File: config.mk
export PLATFORM = sky130hd
export DESIGN_NAME = sdram_port_arbiter
export DESIGN_NICKNAME = d
export VERILOG_FILES = /design/src/rtl/sdram_port_arbiter_pkg.sv /design/src/rtl/sdram_port_arbiter_select.sv /design/src/rtl/sdram_port_arbiter.sv
export SDC_FILE = /design/constraint.sdc
export NUM_CORES = 1
export LEC_CHECK = 0
export CORE_UTILIZATION = 42
export DETAILED_ROUTE_END_ITERATION = 8
export HOLD_SLACK_MARGIN = 0.05
export PLACE_DENSITY = 0.95
export SETUP_SLACK_MARGIN = 0.1
export SYNTH_ARGS = -nofsm -noshare
export SYNTH_HDL_FRONTEND = slang
export SYNTH_HIERARCHICAL = 1
export SYNTH_SLANG_ARGS = --single-unit
File: constraint.sdc
create_clock -name clk -period 5.5 [get_ports clk]
set_clock_uncertainty 0.15 [all_clocks]
set_input_delay 0.55 -clock clk [delete_from_list [all_inputs] [get_ports clk]]
set_output_delay 0.55 -clock clk [all_outputs]
set_load 0.02 [all_outputs]
File: src/rtl/sdram_port_arbiter_pkg.sv
`default_nettype none
// ============================================================================
// Module  : sdram_port_arbiter_pkg
// Brief   : Owner encodings, FSM states and ack decode shared by the arbiter.
// Revision: 1.0  initial release
// ============================================================================
package sdram_port_arbiter_pkg;

  localparam logic [1:0] c_OWNER_NONE = 2'd0;
  localparam logic [1:0] c_OWNER_VGA  = 2'd1;
  localparam logic [1:0] c_OWNER_CPU  = 2'd2;
  localparam logic [1:0] c_OWNER_AUX  = 2'd3;

  typedef enum logic [1:0] {
    ST_IDLE = 2'd0,
    ST_BUSY = 2'd1,
    ST_DONE = 2'd2
  } arb_state_t;

  // Ack vector ordering is {aux, cpu, vga}.
  function automatic logic [2:0] owner_to_ack(input logic [1:0] owner);
    case (owner)
      c_OWNER_VGA: owner_to_ack = 3'b001;
      c_OWNER_CPU: owner_to_ack = 3'b010;
      c_OWNER_AUX: owner_to_ack = 3'b100;
      default:     owner_to_ack = 3'b000;
    endcase
  endfunction

endpackage
`default_nettype wire

File: src/rtl/sdram_port_arbiter_select.sv
`default_nettype none
// ============================================================================
// Module  : sdram_port_arbiter_select
// Brief   : Combinational winner pick: vga first unless starving the low pair,
//           cpu/aux alternate on ties.
// Revision: 1.0  initial release
// ============================================================================
module sdram_port_arbiter_select
  import sdram_port_arbiter_pkg::*;
(
  input  logic       i_vga_req,
  input  logic       i_cpu_req,
  input  logic       i_aux_req,
  input  logic       i_last_low_aux,
  input  logic       i_starve,
  output logic       o_any_req,
  output logic [1:0] o_winner
);

  logic       w_low_pend;
  logic [1:0] w_low_pick;

  assign w_low_pend = i_cpu_req | i_aux_req;
  assign o_any_req  = i_vga_req | w_low_pend;

  always_comb begin
    w_low_pick = c_OWNER_CPU;
    if (i_cpu_req && i_aux_req) begin
      w_low_pick = i_last_low_aux ? c_OWNER_CPU : c_OWNER_AUX;
    end else if (i_aux_req) begin
      w_low_pick = c_OWNER_AUX;
    end

    o_winner = c_OWNER_NONE;
    if (i_vga_req && !i_starve) begin
      o_winner = c_OWNER_VGA;
    end else if (w_low_pend) begin
      o_winner = w_low_pick;
    end
  end

endmodule
`default_nettype wire

File: src/rtl/sdram_port_arbiter.sv
`default_nettype none
// ============================================================================
// Module  : sdram_port_arbiter
// Brief   : Shares one SDRAM controller port between vga, cpu and aux with a
//           single word in flight and a starvation guard on vga priority.
// Revision: 1.0  initial release
// ============================================================================
module sdram_port_arbiter
  import sdram_port_arbiter_pkg::*;
#(
  parameter int ADDR_W       = 24,
  parameter int DATA_W       = 16,
  parameter int STARVE_LIMIT = 8
) (
  input  logic              clk,
  input  logic              reset_in,
  input  logic              vga_req,
  input  logic [ADDR_W-1:0] vga_addr,
  input  logic              vga_wr,
  input  logic [DATA_W-1:0] vga_wdata,
  input  logic [1:0]        vga_bytesel,
  output logic              vga_ack,
  input  logic              cpu_req,
  input  logic [ADDR_W-1:0] cpu_addr,
  input  logic              cpu_wr,
  input  logic [DATA_W-1:0] cpu_wdata,
  input  logic [1:0]        cpu_bytesel,
  output logic              cpu_ack,
  input  logic              aux_req,
  input  logic [ADDR_W-1:0] aux_addr,
  input  logic              aux_wr,
  input  logic [DATA_W-1:0] aux_wdata,
  input  logic [1:0]        aux_bytesel,
  output logic              aux_ack,
  output logic [DATA_W-1:0] rdata,
  output logic              sd_req,
  output logic [ADDR_W-1:0] sd_addr,
  output logic              sd_wr,
  output logic [DATA_W-1:0] sd_wdata,
  output logic [1:0]        sd_bytesel,
  input  logic              sd_ack,
  input  logic [DATA_W-1:0] sd_rdata,
  output logic [1:0]        owner
);

  localparam logic [7:0] c_STARVE_LIMIT = 8'(STARVE_LIMIT);

  arb_state_t        r_state;
  arb_state_t        w_state_nxt;
  logic              w_grant_en;
  logic              w_any_req;
  logic              w_low_pend;
  logic              w_starve;
  logic [1:0]        w_winner;
  logic [1:0]        r_owner;
  logic [7:0]        r_starve_cnt;
  logic              r_last_low_aux;
  logic [2:0]        w_ack;

  logic [ADDR_W-1:0] w_sel_addr;
  logic              w_sel_wr;
  logic [DATA_W-1:0] w_sel_wdata;
  logic [1:0]        w_sel_bytesel;

  logic [ADDR_W-1:0] r_sd_addr;
  logic              r_sd_wr;
  logic [DATA_W-1:0] r_sd_wdata;
  logic [1:0]        r_sd_bytesel;
  logic [DATA_W-1:0] r_rdata;

  assign w_low_pend = cpu_req | aux_req;
  assign w_starve   = w_low_pend && (r_starve_cnt == c_STARVE_LIMIT);

  sdram_port_arbiter_select u_select (
    .i_vga_req      (vga_req),
    .i_cpu_req      (cpu_req),
    .i_aux_req      (aux_req),
    .i_last_low_aux (r_last_low_aux),
    .i_starve       (w_starve),
    .o_any_req      (w_any_req),
    .o_winner       (w_winner)
  );

  always_ff @(posedge clk or negedge reset_in) begin
    if (!reset_in) begin
      r_state <= ST_IDLE;
    end else begin
      r_state <= w_state_nxt;
    end
  end

  always_comb begin
    w_state_nxt = r_state;
    w_grant_en  = 1'b0;
    case (r_state)
      ST_IDLE: begin
        if (w_any_req) begin
          w_grant_en  = 1'b1;
          w_state_nxt = ST_BUSY;
        end
      end
      ST_BUSY: begin
        if (sd_ack) begin
          w_state_nxt = ST_DONE;
        end
      end
      ST_DONE: w_state_nxt = ST_IDLE;
      default: w_state_nxt = ST_IDLE;
    endcase
  end

  always_comb begin
    w_sel_addr    = '0;
    w_sel_wr      = 1'b0;
    w_sel_wdata   = '0;
    w_sel_bytesel = 2'b00;
    case (w_winner)
      c_OWNER_VGA: begin
        w_sel_addr    = vga_addr;
        w_sel_wr      = vga_wr;
        w_sel_wdata   = vga_wdata;
        w_sel_bytesel = vga_bytesel;
      end
      c_OWNER_CPU: begin
        w_sel_addr    = cpu_addr;
        w_sel_wr      = cpu_wr;
        w_sel_wdata   = cpu_wdata;
        w_sel_bytesel = cpu_bytesel;
      end
      c_OWNER_AUX: begin
        w_sel_addr    = aux_addr;
        w_sel_wr      = aux_wr;
        w_sel_wdata   = aux_wdata;
        w_sel_bytesel = aux_bytesel;
      end
      default: begin
        w_sel_addr    = '0;
        w_sel_wr      = 1'b0;
        w_sel_wdata   = '0;
        w_sel_bytesel = 2'b00;
      end
    endcase
  end

  // Controller-facing fields only move at grant so they stay quiet between words.
  always_ff @(posedge clk or negedge reset_in) begin
    if (!reset_in) begin
      r_sd_addr    <= '0;
      r_sd_wr      <= 1'b0;
      r_sd_wdata   <= '0;
      r_sd_bytesel <= 2'b00;
      r_owner      <= c_OWNER_NONE;
    end else if (w_grant_en) begin
      r_sd_addr    <= w_sel_addr;
      r_sd_wr      <= w_sel_wr;
      r_sd_wdata   <= w_sel_wdata;
      r_sd_bytesel <= w_sel_bytesel;
      r_owner      <= w_winner;
    end else if (r_state == ST_DONE) begin
      r_owner      <= c_OWNER_NONE;
    end
  end

  always_ff @(posedge clk or negedge reset_in) begin
    if (!reset_in) begin
      r_rdata <= '0;
    end else if ((r_state == ST_BUSY) && sd_ack) begin
      r_rdata <= sd_rdata;
    end
  end

  // Counts vga wins while cpu/aux wait; at the limit the low pair gets one turn.
  always_ff @(posedge clk or negedge reset_in) begin
    if (!reset_in) begin
      r_starve_cnt   <= 8'd0;
      r_last_low_aux <= 1'b1;
    end else begin
      if (!w_low_pend) begin
        r_starve_cnt <= 8'd0;
      end else if (w_grant_en) begin
        if (w_winner == c_OWNER_VGA) begin
          if (r_starve_cnt != c_STARVE_LIMIT) begin
            r_starve_cnt <= r_starve_cnt + 8'd1;
          end
        end else begin
          r_starve_cnt <= 8'd0;
        end
      end
      if (w_grant_en && (w_winner == c_OWNER_CPU)) begin
        r_last_low_aux <= 1'b0;
      end else if (w_grant_en && (w_winner == c_OWNER_AUX)) begin
        r_last_low_aux <= 1'b1;
      end
    end
  end

  assign w_ack = (r_state == ST_DONE) ? owner_to_ack(r_owner) : 3'b000;

  assign vga_ack    = w_ack[0];
  assign cpu_ack    = w_ack[1];
  assign aux_ack    = w_ack[2];
  assign rdata      = r_rdata;
  assign sd_req     = (r_state == ST_BUSY);
  assign sd_addr    = r_sd_addr;
  assign sd_wr      = r_sd_wr;
  assign sd_wdata   = r_sd_wdata;
  assign sd_bytesel = r_sd_bytesel;
  assign owner      = r_owner;

endmodule
`default_nettype wire
# Word level (Yosys, flattened, before mapping)
# Cells that the tools add are included.
dict set report word_totals {
  output_inout_bits 65
  ff_bits 72
  in_bits 151
}
dict set report op_classes {
  n_reduce_logical 12
  bitwise_logic 2
  mux 24
  addsub 1
  eq_ne 14
}
# cell n
set op_table {}
lappend op_table {{24-bit one-hot mux with 3 select lines} 1}
lappend op_table {{16-bit one-hot mux with 3 select lines} 1}
lappend op_table {{8-bit 2-to-1 mux} 4}
lappend op_table {{2-bit 2-to-1 mux} 7}
lappend op_table {{2-bit equality test (second input constant)} 5}
lappend op_table {{3-bit one-hot mux with 3 select lines} 1}
lappend op_table {{8-bit by 1-bit adder with 8-bit output (second input constant)} 1}
lappend op_table {{8-bit by 4-bit equality test with 1-bit output (second input constant)} 1}
lappend op_table {{8-bit by 4-bit inequality test with 1-bit output (second input constant)} 1}
lappend op_table {{2-bit by 1-bit equality test with 1-bit output (second input constant)} 3}
lappend op_table {{1-bit logical AND} 6}
lappend op_table {{1-bit 2-to-1 mux} 6}
lappend op_table {{2-bit one-hot mux with 3 select lines} 1}
lappend op_table {{2-bit by 1-bit inequality test with 1-bit output (second input constant)} 2}
lappend op_table {{2-bit one-hot mux with 2 select lines} 1}
lappend op_table {{2-bit AND reduction} 2}
lappend op_table {{2-bit nonzero test} 2}
lappend op_table {{3-bit 2-to-1 mux} 1}
lappend op_table {{3-bit inequality test (second input constant)} 1}
lappend op_table {{1-bit one-hot mux with 3 select lines} 1}
lappend op_table {{2-bit zero test} 1}
lappend op_table {{2-bit inequality test (second input constant)} 1}
lappend op_table {{1-bit OR} 2}
lappend op_table {{1-bit zero test} 1}

# Longest topological paths before layout
# Gate-level depths: netlist of the first run.
dict set report depth {
  ltp_word 9
  ltp_mapped 12
  ltp_nobuf 10
}

# Hierarchy
# The synthesis of the first run kept the hierarchy.
# mod area_each_um2 cells_per_inst instances
set modules_own_cells {}
lappend modules_own_cells {sdram_port_arbiter 3819.9 356 1}
lappend modules_own_cells {sdram_port_arbiter_select 32.5 6 1}

# Worst setup path after synthesis of the first run
# OpenSTA, ideal clock, no wires.
dict set report synth_timing {
  path_kind {reg-to-reg}
  start {register r_starve_cnt[4]}
  end {register r_sd_addr[10], in the netlist sd_addr[10]}
  stages_incl_launch_ff 11
  setup_ns 0.126
  t_arrival_ns 2.034
  path_slack_ns 3.190
  t_required_ns 5.224
  path_cell_list {dfrtp_1 -> nor3_1 -> nand4_2 -> nor2_1 -> nor2b_1 -> nor2_1 -> buf_4 -> buf_2 -> mux2_2 -> a22oi_1 -> a21oi_1}
}
dict set report synth_via {
  elab_chain_cells 7
  word_cells_on_any_way 9
}
# element line_no
set synth_lines {}
lappend synth_lines {{from (decl)} sdram_port_arbiter.sv:56} ;# logic [7:0] r_starve_cnt;
lappend synth_lines {{from (signal assigned)} sdram_port_arbiter.sv:183} ;# r_starve_cnt <= r_starve_cnt + 8'd1;
lappend synth_lines {{8-bit by 4-bit equality test with 1-bit output *} sdram_port_arbiter.sv:72} ;# assign w_starve = w_low_pend && (r_starve_cnt == c_STARVE_LIMIT);
lappend synth_lines {{1-bit logical AND *} sdram_port_arbiter.sv:72}
lappend synth_lines {{net w_starve} sdram_port_arbiter.sv:53} ;# logic w_starve;
lappend synth_lines {{1-bit zero test *} sdram_port_arbiter_select.sv:35} ;# if (i_vga_req && !i_starve) begin
lappend synth_lines {{1-bit logical AND *} sdram_port_arbiter_select.sv:35}
lappend synth_lines {{2-bit 2-to-1 mux *} sdram_port_arbiter_select.sv:35}
lappend synth_lines {{net w_winner[1]} sdram_port_arbiter.sv:54} ;# logic [1:0] w_winner;
lappend synth_lines {{2-bit equality test or 2-bit by 1-bit equality test with 1-bit output (tied branches)} sdram_port_arbiter.sv:117} ;# case (w_winner)
lappend synth_lines {{24-bit one-hot mux with 3 select lines *} sdram_port_arbiter.sv:117}
lappend synth_lines {{to (signal assigned)} sdram_port_arbiter.sv:154} ;# r_sd_addr <= w_sel_addr;
lappend synth_lines {{to (decl)} sdram_port_arbiter.sv:65} ;# logic [ADDR_W-1:0] r_sd_addr;
# The timed path passes the listed nets; every way through them passes the cells marked *.
# A chain may end at the register's enable or synchronous reset.

# Final worst setup path of the first run
dict set report layout_timing {
  start {register r_starve_cnt[4]}
  end {register r_sd_wdata[11], in the netlist sd_wdata[11]}
}
dict set report layout_via {
  elab_chain_cells 7
  word_cells_on_any_way 9
}
# element line_no
set layout_lines {}
lappend layout_lines {{8-bit by 4-bit equality test with 1-bit output *} sdram_port_arbiter.sv:72}
lappend layout_lines {{1-bit logical AND *} sdram_port_arbiter.sv:72}
lappend layout_lines {{net w_starve} sdram_port_arbiter.sv:53}
lappend layout_lines {{1-bit zero test *} sdram_port_arbiter_select.sv:35}
lappend layout_lines {{1-bit logical AND *} sdram_port_arbiter_select.sv:35}
lappend layout_lines {{2-bit 2-to-1 mux *} sdram_port_arbiter_select.sv:35}
lappend layout_lines {{net w_winner[1]} sdram_port_arbiter.sv:54}
lappend layout_lines {{2-bit equality test or 2-bit by 1-bit equality test with 1-bit output (tied branches)} sdram_port_arbiter.sv:117}
lappend layout_lines {{16-bit one-hot mux with 3 select lines *} sdram_port_arbiter.sv:117}
lappend layout_lines {{to (signal assigned)} sdram_port_arbiter.sv:156} ;# r_sd_wdata <= w_sel_wdata;
lappend layout_lines {{to (decl)} sdram_port_arbiter.sv:67} ;# logic [DATA_W-1:0] r_sd_wdata;
# Marks and branches as above.

==> results of run 1 <==
cell usage after synthesis (all sizes together):
cell    count  share of area
or2         1         0.0016
o21a        1         0.0019
a211o       1         0.0023
nor3        4         0.0052
or3         1         0.0016
and4b       1         0.0026
a21o        2         0.0042
mux2       60           0.19
inv         5         0.0049
o21ai       7         0.0091
ha          2         0.0065
nor3b       1         0.0032
and2        1         0.0016
mux2i       1         0.0026
dfstp       1         0.0068
o31ai       1         0.0019
nand4       3         0.0065
nor4        1         0.0016
a211oi      1         0.0019
and3        3         0.0049
nand3       4         0.0065
a41o        1         0.0026
nor2       50          0.051
dfrtp      71           0.46
buf        26          0.038
a21oi      47          0.061
nor4bb      2         0.0052
o22ai       2         0.0049
a22oi      43          0.084
nand2       8         0.0097
and2b       1         0.0023
o41ai       1         0.0042
o221a       1         0.0029
nand2b      1         0.0016
nor2b       5         0.0081
clkbuf      1        0.00097
power by group through the flow:
stage	sequential, µW	clock, µW	combinational (µW)
2_1_floorplan	1210	0	561
3_3_place_gp	931	0	1490
3_5_place_dp	954	0	1540
4_1_cts	946	427	1550
5_1_grt	978	451	1650
6_report	947	418	1540
registers in the layout, indices dropped and copies added (netlist names):
signal,count
r_starve_cnt,8
r_state,2
r_last_low_aux,1
sd_wr,1
sd_bytesel,2
sd_addr,24
owner,2
rdata,16
sd_wdata,16
layout make-up:
type / count / area, µm² / area share
clock buffer: 11 / 141 / 0.0227
clock inverter: 5 / 56.3 / 0.00904
inverter: 5 / 18.8 / 0.00301
multi-input combinational: 258 / 1900 / 0.305
sequential: 72 / 1800 / 0.289
tap: 108 / 135 / 0.0217
timing repair buffer: 218 / 2170 / 0.349
kinds of logic after synthesis:
kind of cell               after synthesis
AOI/OAI and AO/OA                      108
and+or+nand+nor                         87
DFF                                     72
muxes                                   61
buffers and inverters                   32
adders and majority gates                2
layer usage:
layer  GRT usage  part of all wire
met4       0.103             0.024
met5           0                 0
met1       0.275              0.36
met2       0.481              0.53
met3      0.0888             0.086
worst max-delay path by stage:
stage,cells past startpoint,to,startpoint
2_1_floorplan,10,sd_addr[10]$_DFFE_PN0P_,r_starve_cnt[4]$_DFFE_PN0P_
3_3_place_gp,8,sd_wdata[1]$_DFFE_PN0P_,aux_req
3_5_place_dp,9,r_starve_cnt[6]$_DFFE_PN0P_,aux_req
4_1_cts,8,sd_wdata[11]$_DFFE_PN0P_,r_starve_cnt[4]$_DFFE_PN0P_
5_1_grt,8,sd_wdata[11]$_DFFE_PN0P_,r_starve_cnt[4]$_DFFE_PN0P_
6_report,8,sd_wdata[11]$_DFFE_PN0P_,r_starve_cnt[4]$_DFFE_PN0P_
metrics by stage:
stage	utilization	cell area, µm²	worst slack (ns)	hold slack (ns)	instances
global route	0.707	6230	1.75	0.248	677
floorplan	-	3850	3.19	0.104	362
CTS	0.707	6230	2.02	0.229	677
detailed placement	0.685	6030	1.70	0.345	661
finish	0.707	6230	2.00	0.191	677
global placement	0.685	6030	1.96	0.337	661
critical path, cell delays in order, from the launching register on:
cell	delay, ns
sky130_fd_sc_hd__dfrtp_1	0.45
sky130_fd_sc_hd__nor3_1	0.29
sky130_fd_sc_hd__nand4_2	0.25
sky130_fd_sc_hd__nor2_1	0.15
sky130_fd_sc_hd__nor2b_1	0.09
sky130_fd_sc_hd__nor2_4	0.55
sky130_fd_sc_hd__nor2b_4	0.98
sky130_fd_sc_hd__a22oi_1	0.22
sky130_fd_sc_hd__a21oi_1	0.25
==> impl_metrics.py, run 1 <==
metrics = {
    "yosys": {
        "synth_seq_area_share": 0.468,
        "synthXorXnorAreaFrac": 0,
        "synthSimpleGateAreaFrac": 0.113,
        "synth_warnings": 6,
        "postSynthCellCount": 362,
        "share_of_the_synthesized_area_in_compound_gates_ao_oa_aoi_oai": 0.181,
        "post_synth_mux_area_share": 0.188,
        "synth_top_family_by_area": "multiplexers",
        "yosys.cell_types.count": 46,
        "synth.avg_cell_area_um2": 10.6,
        "synth_fp_nets": 515,
        "post_synthesis_cell_area_um2": 3850,
        "synth_fa_ha_area_frac": 0.00650,
        "yosys_register_bits": 72,
    },
    "sta": {
        "setup_viol": 0,
        "final_max_slew_viol_count": 0,
        "achievable-frequency_ghz": 0.286,
        "period_needed_ns": 3.50,
        "grt_setup_unrepaired": "false",
        "worst_slew_margin_rel": 0.293,
        "final.period_utilization": 0.635,
        "tightestPinTransition_ns": 1.06,
        "fin_tns_setup_ns": 0,
        "final_hold_viol_count": 0,
    },
    "outcome": {
        "failing_checks": "design-rule violations",
        "outcome": "finished, violations left",
    },
    "cells_and_area": {
        "fill_cells": 631,
        "layout_common_cells": "214 x sky130_fd_sc_hd__clkdlybuf4s50_1, 71 x sky130_fd_sc_hd__dfrtp_1, 50 x sky130_fd_sc_hd__mux2_2",
        "final_nets": 717,
        "layout_commonest_cell": "sky130_fd_sc_hd__clkdlybuf4s50_1",
        "proportion_of_layout_cells_with_a_drive_suffix_above_1": 0.163,
        "insertedDiodeCount": 0,
        "area_delta_synth_final_pct": 61.7,
    },
    "floorplan": {
        "rows": 34,
        "initial_core_util": 0.437,
        "die_x_um": 97.8,
        "floorplan.die_area_um2": 9560,
        "fp.coreArea_um2": 8810,
        "pin_count": 216,
        "height_of_the_chip_um": 97.8,
    },
    "setup_path": {
        "r2r-start": "r_starve_cnt[4]$_DFFE_PN0P_",
        "cp.required_ns": 5.59,
        "worst_setup_path_end_kind": "register",
        "crit_fanout": 43,
        "arr_time_crit_path_ns": 3.58,
        "worstReg2RegEnd": "sd_wdata[11]$_DFFE_PN0P_",
        "r2r_setup_slack_ns": 2.00,
        "setup.worst_path.start_class": "register",
        "setup.worst_path.class": "reg -> reg",
        "ff2ff_path_depth": 8,
    },
    "min_path": {
        "min-delay-path-class": "in -> async",
    },
    "grt": {
        "grt_overflow": 0,
        "grt_util_all_layers": 0.262,
        "first_global_vias": 4113,
        "number_of_antenna_violations_at_the_first_check_in_global_routing": 0,
        "grt_first_pass_wirelength_mm": 19.8,
        "grt_start_max_net_pins": 73,
    },
    "power_and_ir_drop": {
        "power_switching_uw": 1140,
        "report.power.total_uw": 2900,
        "pwr-share-clk": 0.144,
        "internal-power_uw": 1770,
        "seqPwrFrac": 0.326,
        "sw_share": 0.392,
        "comb_power_share": 0.530,
        "cellPowerDensity_nw_per_um2": 466,
        "leakagePower_uw": 0.00256,
        "worst_ir_drop_vdd_mv": 0.314,
    },
    "route": {
        "detailroute.via_count": 3700,
        "detail_route.vias_per_cell": 5.47,
        "detail_route.wl_per_cell_um": 17.9,
        "first_pass_iters": 6,
        "final_antenna_violating_net_count": 0,
        "dr.first_iter.drc_count": 269,
        "drc": 36,
        "detailed_route_wl_mm": 12.1,
    },
    "place": {
        "place.detailed.hpwl_mm": 9.03,
        "port-buffer-count": 215,
        "globalplace.congestion": 0.960,
    },
    "clocking": {
        "cts.path.max_buffers": 2,
        "cts.root.buffer_cell": "sky130_fd_sc_hd__clkbuf_8",
        "post_cts_resize_count": 0,
        "worst_skew_pair.late_latency_ns": 0.33,
        "cts_max_level": 3,
        "cts-hold-fix-buffers": 0,
        "cts_tree": "done",
        "cts_buf_count": 9,
        "cts.reportedPaths.clkPinSlew_ns": 0.08,
        "clock_sinks": 72,
        "number_of_buffers_added_for_setup_after_cts": 0,
    },
    "flow_run": {
        "cap_viol_max_count": 0,
    },
}
(Power assumes the default switching activity.)
==> run 2: changes to the inputs <==
--- a/config.mk
+++ b/config.mk
@@ -5,10 +5,10 @@
 export SDC_FILE = /design/constraint.sdc
 export NUM_CORES = 1
 export LEC_CHECK = 0
-export CORE_UTILIZATION = 42
+export CORE_UTILIZATION = 35
 export DETAILED_ROUTE_END_ITERATION = 8
 export HOLD_SLACK_MARGIN = 0.05
-export PLACE_DENSITY = 0.95
+export PLACE_DENSITY = 0.89
 export SETUP_SLACK_MARGIN = 0.1
 export SYNTH_ARGS = -nofsm -noshare
 export SYNTH_HDL_FRONTEND = slang
==> constraint.sdc (replaced) <==
create_clock -name clk -period 2.9 [get_ports clk]
set_clock_uncertainty 0.15 [all_clocks]
set_input_delay 0.29 -clock clk [delete_from_list [all_inputs] [get_ports clk]]
set_output_delay 0.29 -clock clk [all_outputs]
set_load 0.02 [all_outputs]
==> run 2 against run 1 <==
Compared with the run above: the flow now finishes without violations; register-to-register slack lost 1.8 ns; cell count up 5.5%; core utilization decreased by 10 points; sequential share of layout area shrank 0.61 points; worst hold slack gained 0.17 ns; non-clock buffer count rose by 7; fmax is 29% higher; sequential cell count unchanged; first-iteration DRC count down 10%; sequential power rose by 89%; critical path depth unchanged; global-route usage fell by 5.2 points; largest cell class unchanged.
==> impl_metrics.py, run 2 (synthesized netlist as in run 1, its figures left out) <==
metrics = {
    "sta": {
        "achievable-frequency_ghz": 0.368,
        "tightestPinTransition_ns": 0.928,
        "final_max_slew_viol_count": 0,
        "final_hold_viol_count": 0,
        "timing.hold.ws_ns": 0.364,
        "final.period_utilization": 0.938,
        "period_needed_ns": 2.72,
        "setup_viol": 0,
        "worst_slew_margin_rel": 0.382,
        "grt_setup_unrepaired": "true",
    },
    "power_and_ir_drop": {
        "cellPowerDensity_nw_per_um2": 868,
        "worst_ir_drop_vdd_mv": 0.644,
        "leakagePower_uw": 0.00261,
    },
    "cells_and_area": {
        "largest_register_ff_count": 24,
        "layout_commonest_cell": "sky130_fd_sc_hd__clkdlybuf4s50_1",
        "insertedDiodeCount": 0,
        "postLayoutCoreUtil": 0.606,
        "regArea_um2": 1800,
        "fill_cells": 852,
        "area_delta_synth_final_pct": 65.2,
        "multi_input_comb_area_um2": 1930,
        "postLayoutCellArea_um2": 6360,
        "proportion_of_layout_cells_with_a_drive_suffix_above_1": 0.176,
        "final_nets": 726,
        "layout_common_cells": "214 x sky130_fd_sc_hd__clkdlybuf4s50_1, 71 x sky130_fd_sc_hd__dfrtp_1, 50 x sky130_fd_sc_hd__mux2_2",
    },
    "floorplan": {
        "height_of_the_chip_um": 107,
        "floorplan.die_area_um2": 11400,
        "pin_count": 216,
        "fp.coreArea_um2": 10500,
        "initial_core_util": 0.367,
        "rows": 37,
        "die_x_um": 107,
    },
    "route": {
        "final_antenna_violating_net_count": 0,
        "dr.first_iter.drc_count": 242,
        "detailroute.via_count": 3718,
        "detail_route.vias_per_cell": 5.21,
        "drc": 0,
        "first_pass_iters": 4,
        "detailed_route_wl_mm": 12.3,
        "detail_route.wl_per_cell_um": 17.2,
    },
    "setup_path": {
        "worstReg2RegEnd": "sd_addr[6]$_DFFE_PN0P_",
        "r2r_setup_slack_ns": 0.18,
        "setup.worst_path.start_class": "register",
        "arr_time_crit_path_ns": 2.83,
        "ff2ff_path_depth": 8,
        "crit_fanout": 11,
        "cp.required_ns": 3.01,
        "worst_setup_path_end_kind": "register",
        "r2r-start": "r_starve_cnt[4]$_DFFE_PN0P_",
        "setup.worst_path.class": "reg -> reg",
    },
    "clocking": {
        "cts_max_level": 3,
        "cts_tree": "done",
        "cts.reportedPaths.clkPinSlew_ns": 0.08,
        "cts_buf_count": 9,
        "worst_skew_pair.late_latency_ns": 0.34,
        "clock_sinks": 72,
        "cts.path.max_buffers": 2,
        "cts.root.buffer_cell": "sky130_fd_sc_hd__clkbuf_8",
    },
    "grt": {
        "grt-busiest-layer": "met2",
        "gr_util_met2": 0.374,
        "grt_start_max_net_pins": 73,
        "grt_overflow": 0,
        "grt_first_pass_wirelength_mm": 18.6,
        "globalRouteMet1Util": 0.240,
        "first_global_vias": 3882,
        "grt_util_all_layers": 0.210,
        "number_of_antenna_violations_at_the_first_check_in_global_routing": 0,
        "grtUsageMet3": 0.0456,
    },
    "min_path": {
        "instance_count_along_the_most_critical_hold_path": 1,
        "min_to": "rdata[9]$_DFFE_PN0P_",
        "min-delay-start": "rdata[9]$_DFFE_PN0P_",
        "min-delay-path-class": "reg -> reg",
    },
    "place": {
        "placedInstanceArea_um2": 6100,
        "port-buffer-count": 215,
        "globalplace.congestion": 0.893,
        "place.detailed.hpwl_mm": 8.78,
    },
    "flow_run": {
        "cap_viol_max_count": 0,
    },
    "outcome": {
        "outcome": "finished clean",
    },
}
==> run 2: worst max-delay path by stage <==
| stage | endpoint | depth (start not counted) | start |
|---|---|---|---|
| after global routing | sd_wdata[5]$_DFFE_PN0P_ | 8 | r_starve_cnt[4]$_DFFE_PN0P_ |
| after CTS | sd_addr[22]$_DFFE_PN0P_ | 9 | r_starve_cnt[4]$_DFFE_PN0P_ |
| after floorplan | sd_addr[10]$_DFFE_PN0P_ | 10 | r_starve_cnt[4]$_DFFE_PN0P_ |
| final | sd_addr[6]$_DFFE_PN0P_ | 8 | r_starve_cnt[4]$_DFFE_PN0P_ |
| after detailed placement | sd_addr[19]$_DFFE_PN0P_ | 8 | r_starve_cnt[4]$_DFFE_PN0P_ |
| after global placement | sd_addr[19]$_DFFE_PN0P_ | 8 | aux_req |
==> run 2: worst max-delay path, cell delays in order (launching register included) <==
cell and delay, ns:
sky130_fd_sc_hd__dfrtp_1 0.45, sky130_fd_sc_hd__nor3_1 0.26, sky130_fd_sc_hd__nand4_2 0.24, sky130_fd_sc_hd__nor2_1 0.19
sky130_fd_sc_hd__nor2b_2 0.08, sky130_fd_sc_hd__nor2_4 0.24, sky130_fd_sc_hd__nor2b_2 0.64, sky130_fd_sc_hd__a22oi_1 0.20
sky130_fd_sc_hd__a21oi_1 0.19
==> run 2: layout make-up <==
type,instances,share of cell area
tap,136,0.0267
clock buffer,13,0.0250
inverter,5,0.00295
sequential,72,0.283
clock inverter,3,0.00629
multi-input combinational,260,0.303
timing repair buffer,225,0.353
==> run 2: power by group <==
group | switching (µW) | internal, µW
registers | 307 | 1490
logic | 1470 | 1460
clock network | 364 | 443
total | 2140 | 3390
==> run 2: per-layer routing <==
layer  wire [µm]  share of wire
met5           0              0
met4         252          0.020
met3         914          0.074
met2        6350           0.52
met1        4790           0.39
==> run 2: repair_timing <==
| item | CTS | global route |
|---|---|---|
| setup buffers | 0 | 3 |
| pin swaps | 0 | 1 |
| setup endpoints to repair | 43 | 47 |
| endpoints found under the hold margin | 71 | 0 |
| resized for setup | 1 | 3 |
| gates cloned | 1 | 1 |
| hold buffers | 1 | 0 |
==> run 2: through the flow <==
| stage | power (µW) | TNS, ns | setup slack, ns | std cells |
|---|---|---|---|---|
| finish | 5530 | 0 | 0.181 | 714 |
| detailed placement | 4720 | -2.58 | -0.111 | 692 |
| CTS | 5560 | 0 | 0.138 | 710 |
| global placement | 4600 | 0 | 0.0951 | 692 |
| global route | 5850 | 0 | 0.0247 | 714 |
| floorplan | 3360 | 0 | 0.590 | 362 |
==> run 3: changes to the inputs <==
--- a/config.mk
+++ b/config.mk
@@ -5,6 +5,7 @@
 export SDC_FILE = /design/constraint.sdc
 export NUM_CORES = 1
 export LEC_CHECK = 0
+export CORE_MARGIN = 2
 export CORE_UTILIZATION = 35
 export DETAILED_ROUTE_END_ITERATION = 8
 export HOLD_SLACK_MARGIN = 0.05
==> run 3 against run 2 <==
Compared with the run above: worst hold slack got worse by 0.0043 ns; first-iteration DRC count fell by 9.9%; die area rose by 3.8%; core utilization fell by 1.4 points; cell count rose by 0.28%; sequential cell count did not move; largest cell class unchanged.
==> impl_metrics.py, run 3 (synthesized netlist as in run 1, its figures left out) <==
metrics = {
    "cells_and_area": {
        "largest_register_ff_count": 24,
        "fill_cells": 886,
        "regArea_um2": 1800,
        "proportion_of_layout_cells_with_a_drive_suffix_above_1": 0.174,
        "insertedDiodeCount": 0,
        "layout_commonest_cell": "sky130_fd_sc_hd__clkdlybuf4s50_1",
        "multi_input_comb_area_um2": 1920,
        "area_delta_synth_final_pct": 65.8,
        "final_nets": 724,
        "final-instance-count-excl-fill": 716,
        "layout_common_cells": "214 x sky130_fd_sc_hd__clkdlybuf4s50_1, 71 x sky130_fd_sc_hd__dfrtp_1, 50 x sky130_fd_sc_hd__mux2_2",
    },
    "clocking": {
        "worst_skew_pair.late_latency_ns": 0.33,
        "cts.path.max_buffers": 2,
        "cts.root.buffer_cell": "sky130_fd_sc_hd__clkbuf_8",
        "number_of_buffers_added_for_setup_after_cts": 0,
        "cts.reportedPaths.clkPinSlew_ns": 0.07,
        "cts_max_level": 3,
        "cts_buf_count": 9,
        "clock_sinks": 72,
        "cts_tree": "done",
    },
    "sta": {
        "worst_slew_margin_rel": 0.379,
        "setup_viol": 0,
        "fin_tns_setup_ns": 0,
        "final.period_utilization": 0.907,
        "period_needed_ns": 2.63,
        "tightestPinTransition_ns": 0.931,
        "grt_setup_unrepaired": "false",
        "fin_ws_ns": 0.271,
        "final_hold_viol_count": 0,
        "final_max_slew_viol_count": 0,
        "achievable-frequency_ghz": 0.380,
    },
    "place": {
        "post-place-ws_ns": -0.0885,
        "dp.cells": 698,
        "place.detailed.hpwl_mm": 8.96,
        "globalplace.congestion": 0.933,
        "port-buffer-count": 215,
    },
    "setup_path": {
        "crit_fanout": 22,
        "setup.worst_path.start_class": "register",
        "worstReg2RegEnd": "sd_addr[1]$_DFFE_PN0P_",
        "worst_setup_path_startpoint": "r_starve_cnt[4]$_DFFE_PN0P_",
        "worstPathCellList": "nor3_1 > nand4_2 > nor2_1 > nor2b_1 > nor2_4 > buf_4 > mux2_2 > a22oi_1 > a21oi_1",
        "worst_setup_path_end_kind": "register",
        "cp.required_ns": 2.94,
        "crit_path_max_incr_delay_ns": 0.45,
        "setup.worst_path.class": "reg -> reg",
        "destination_of_the_critical_timing_path": "sd_addr[1]$_DFFE_PN0P_",
        "arr_time_crit_path_ns": 2.67,
        "ff2ff_path_depth": 9,
        "r2r_setup_slack_ns": 0.27,
        "cell_with_the_biggest_individual_delay_on_the_critical_path": "sky130_fd_sc_hd__dfrtp_1",
        "r2r-start": "r_starve_cnt[4]$_DFFE_PN0P_",
    },
    "min_path": {
        "min-delay-path-class": "reg -> reg",
        "instance_count_along_the_most_critical_hold_path": 1,
    },
    "floorplan": {
        "pin_count": 216,
        "height_of_the_chip_um": 109,
        "die_x_um": 109,
        "floorplan.die_area_um2": 11900,
        "rows": 38,
        "initial_core_util": 0.357,
        "fp.coreArea_um2": 10800,
    },
    "grt": {
        "first_global_vias": 3831,
        "grt_overflow": 0,
        "grt_util_all_layers": 0.198,
        "grt_start_max_net_pins": 73,
        "grt_first_pass_wirelength_mm": 18.3,
        "number_of_antenna_violations_at_the_first_check_in_global_routing": 0,
    },
    "power_and_ir_drop": {
        "cellPowerDensity_nw_per_um2": 891,
        "leakagePower_uw": 0.00262,
        "report.power.total_uw": 5690,
        "worst_ir_drop_vdd_mv": 0.615,
    },
    "route": {
        "final_antenna_violating_net_count": 0,
        "met2_wirelength_mm": 6.31,
        "detailroute.via_count": 3725,
        "wirelength_met1_mm": 4.48,
        "detail_route.wl_per_cell_um": 16.9,
        "dr.first_iter.drc_count": 218,
        "dr_wl_met3_mm": 1.18,
        "drc": 0,
        "detail_route.vias_per_cell": 5.20,
        "detailed_route_wl_mm": 12.1,
        "first_pass_iters": 4,
        "maxUsedRoutingLayer": "met4",
    },
    "outcome": {
        "outcome": "finished clean",
    },
    "flow_run": {
        "cap_viol_max_count": 0,
    },
}
-- run 3: worst min path at each step --
stage	start	end	slack [ns]
after floorplan	reset_in	owner[0]$_DFFE_PN0P_	-0.16
after global placement	reset_in	rdata[12]$_DFFE_PN0P_	0.32
after detailed placement	reset_in	rdata[12]$_DFFE_PN0P_	0.34
after CTS	rdata[8]$_DFFE_PN0P_	rdata[8]$_DFFE_PN0P_	0.36
after global routing	rdata[8]$_DFFE_PN0P_	rdata[8]$_DFFE_PN0P_	0.37
final	rdata[8]$_DFFE_PN0P_	rdata[8]$_DFFE_PN0P_	0.36
-- run 3: layout make-up --
class,instances,share of cell area
multi-input combinational,259,0.300
inverter,5,0.00294
sequential,72,0.282
clock buffer,11,0.0237
timing repair buffer,224,0.348
tap,140,0.0274
clock inverter,5,0.0161
-- run 3: critical path, delay by kind of cell (launching register included) --
family          cells  cell delay, ns
simple gates        5            0.89
flops               1            0.45
mux                 1            0.39
buf+inv             1            0.35
compound gates      2            0.25
-- run 3: timing repair --
item | CTS | global route
endpoints found under the hold margin | 71 | 0
hold buffers | 1 | 0
endpoints found under the setup margin | 43 | 0
gates resized for setup | 1 | 0
-- run 3: layer usage --
metal / vias to the layer above / global-route usage
met3: 15 / 0.0568
met1: 1789 / 0.210
met5: - / 0
met4: 0 / 0.0604
met2: 177 / 0.376
li1: 1744 / -
-- run 3: power breakdown --
part	total (µW)	switching [µW]	internal, µW	leakage (µW)
logic	2920	1460	1450	0.00165
registers	1790	300	1490	0.000847
clock network	988	370	617	0.000126
total	5690	2130	3560	0.00262
-- run 3: stage by stage --
step	utilization	area, µm²	hold WS [ns]
2_1_floorplan	-	3850	-0.156
3_3_place_gp	0.566	6110	0.320
3_5_place_dp	0.566	6110	0.337
4_1_cts	0.592	6390	0.360
5_1_grt	0.592	6390	0.371
6_report	0.592	6390	0.360
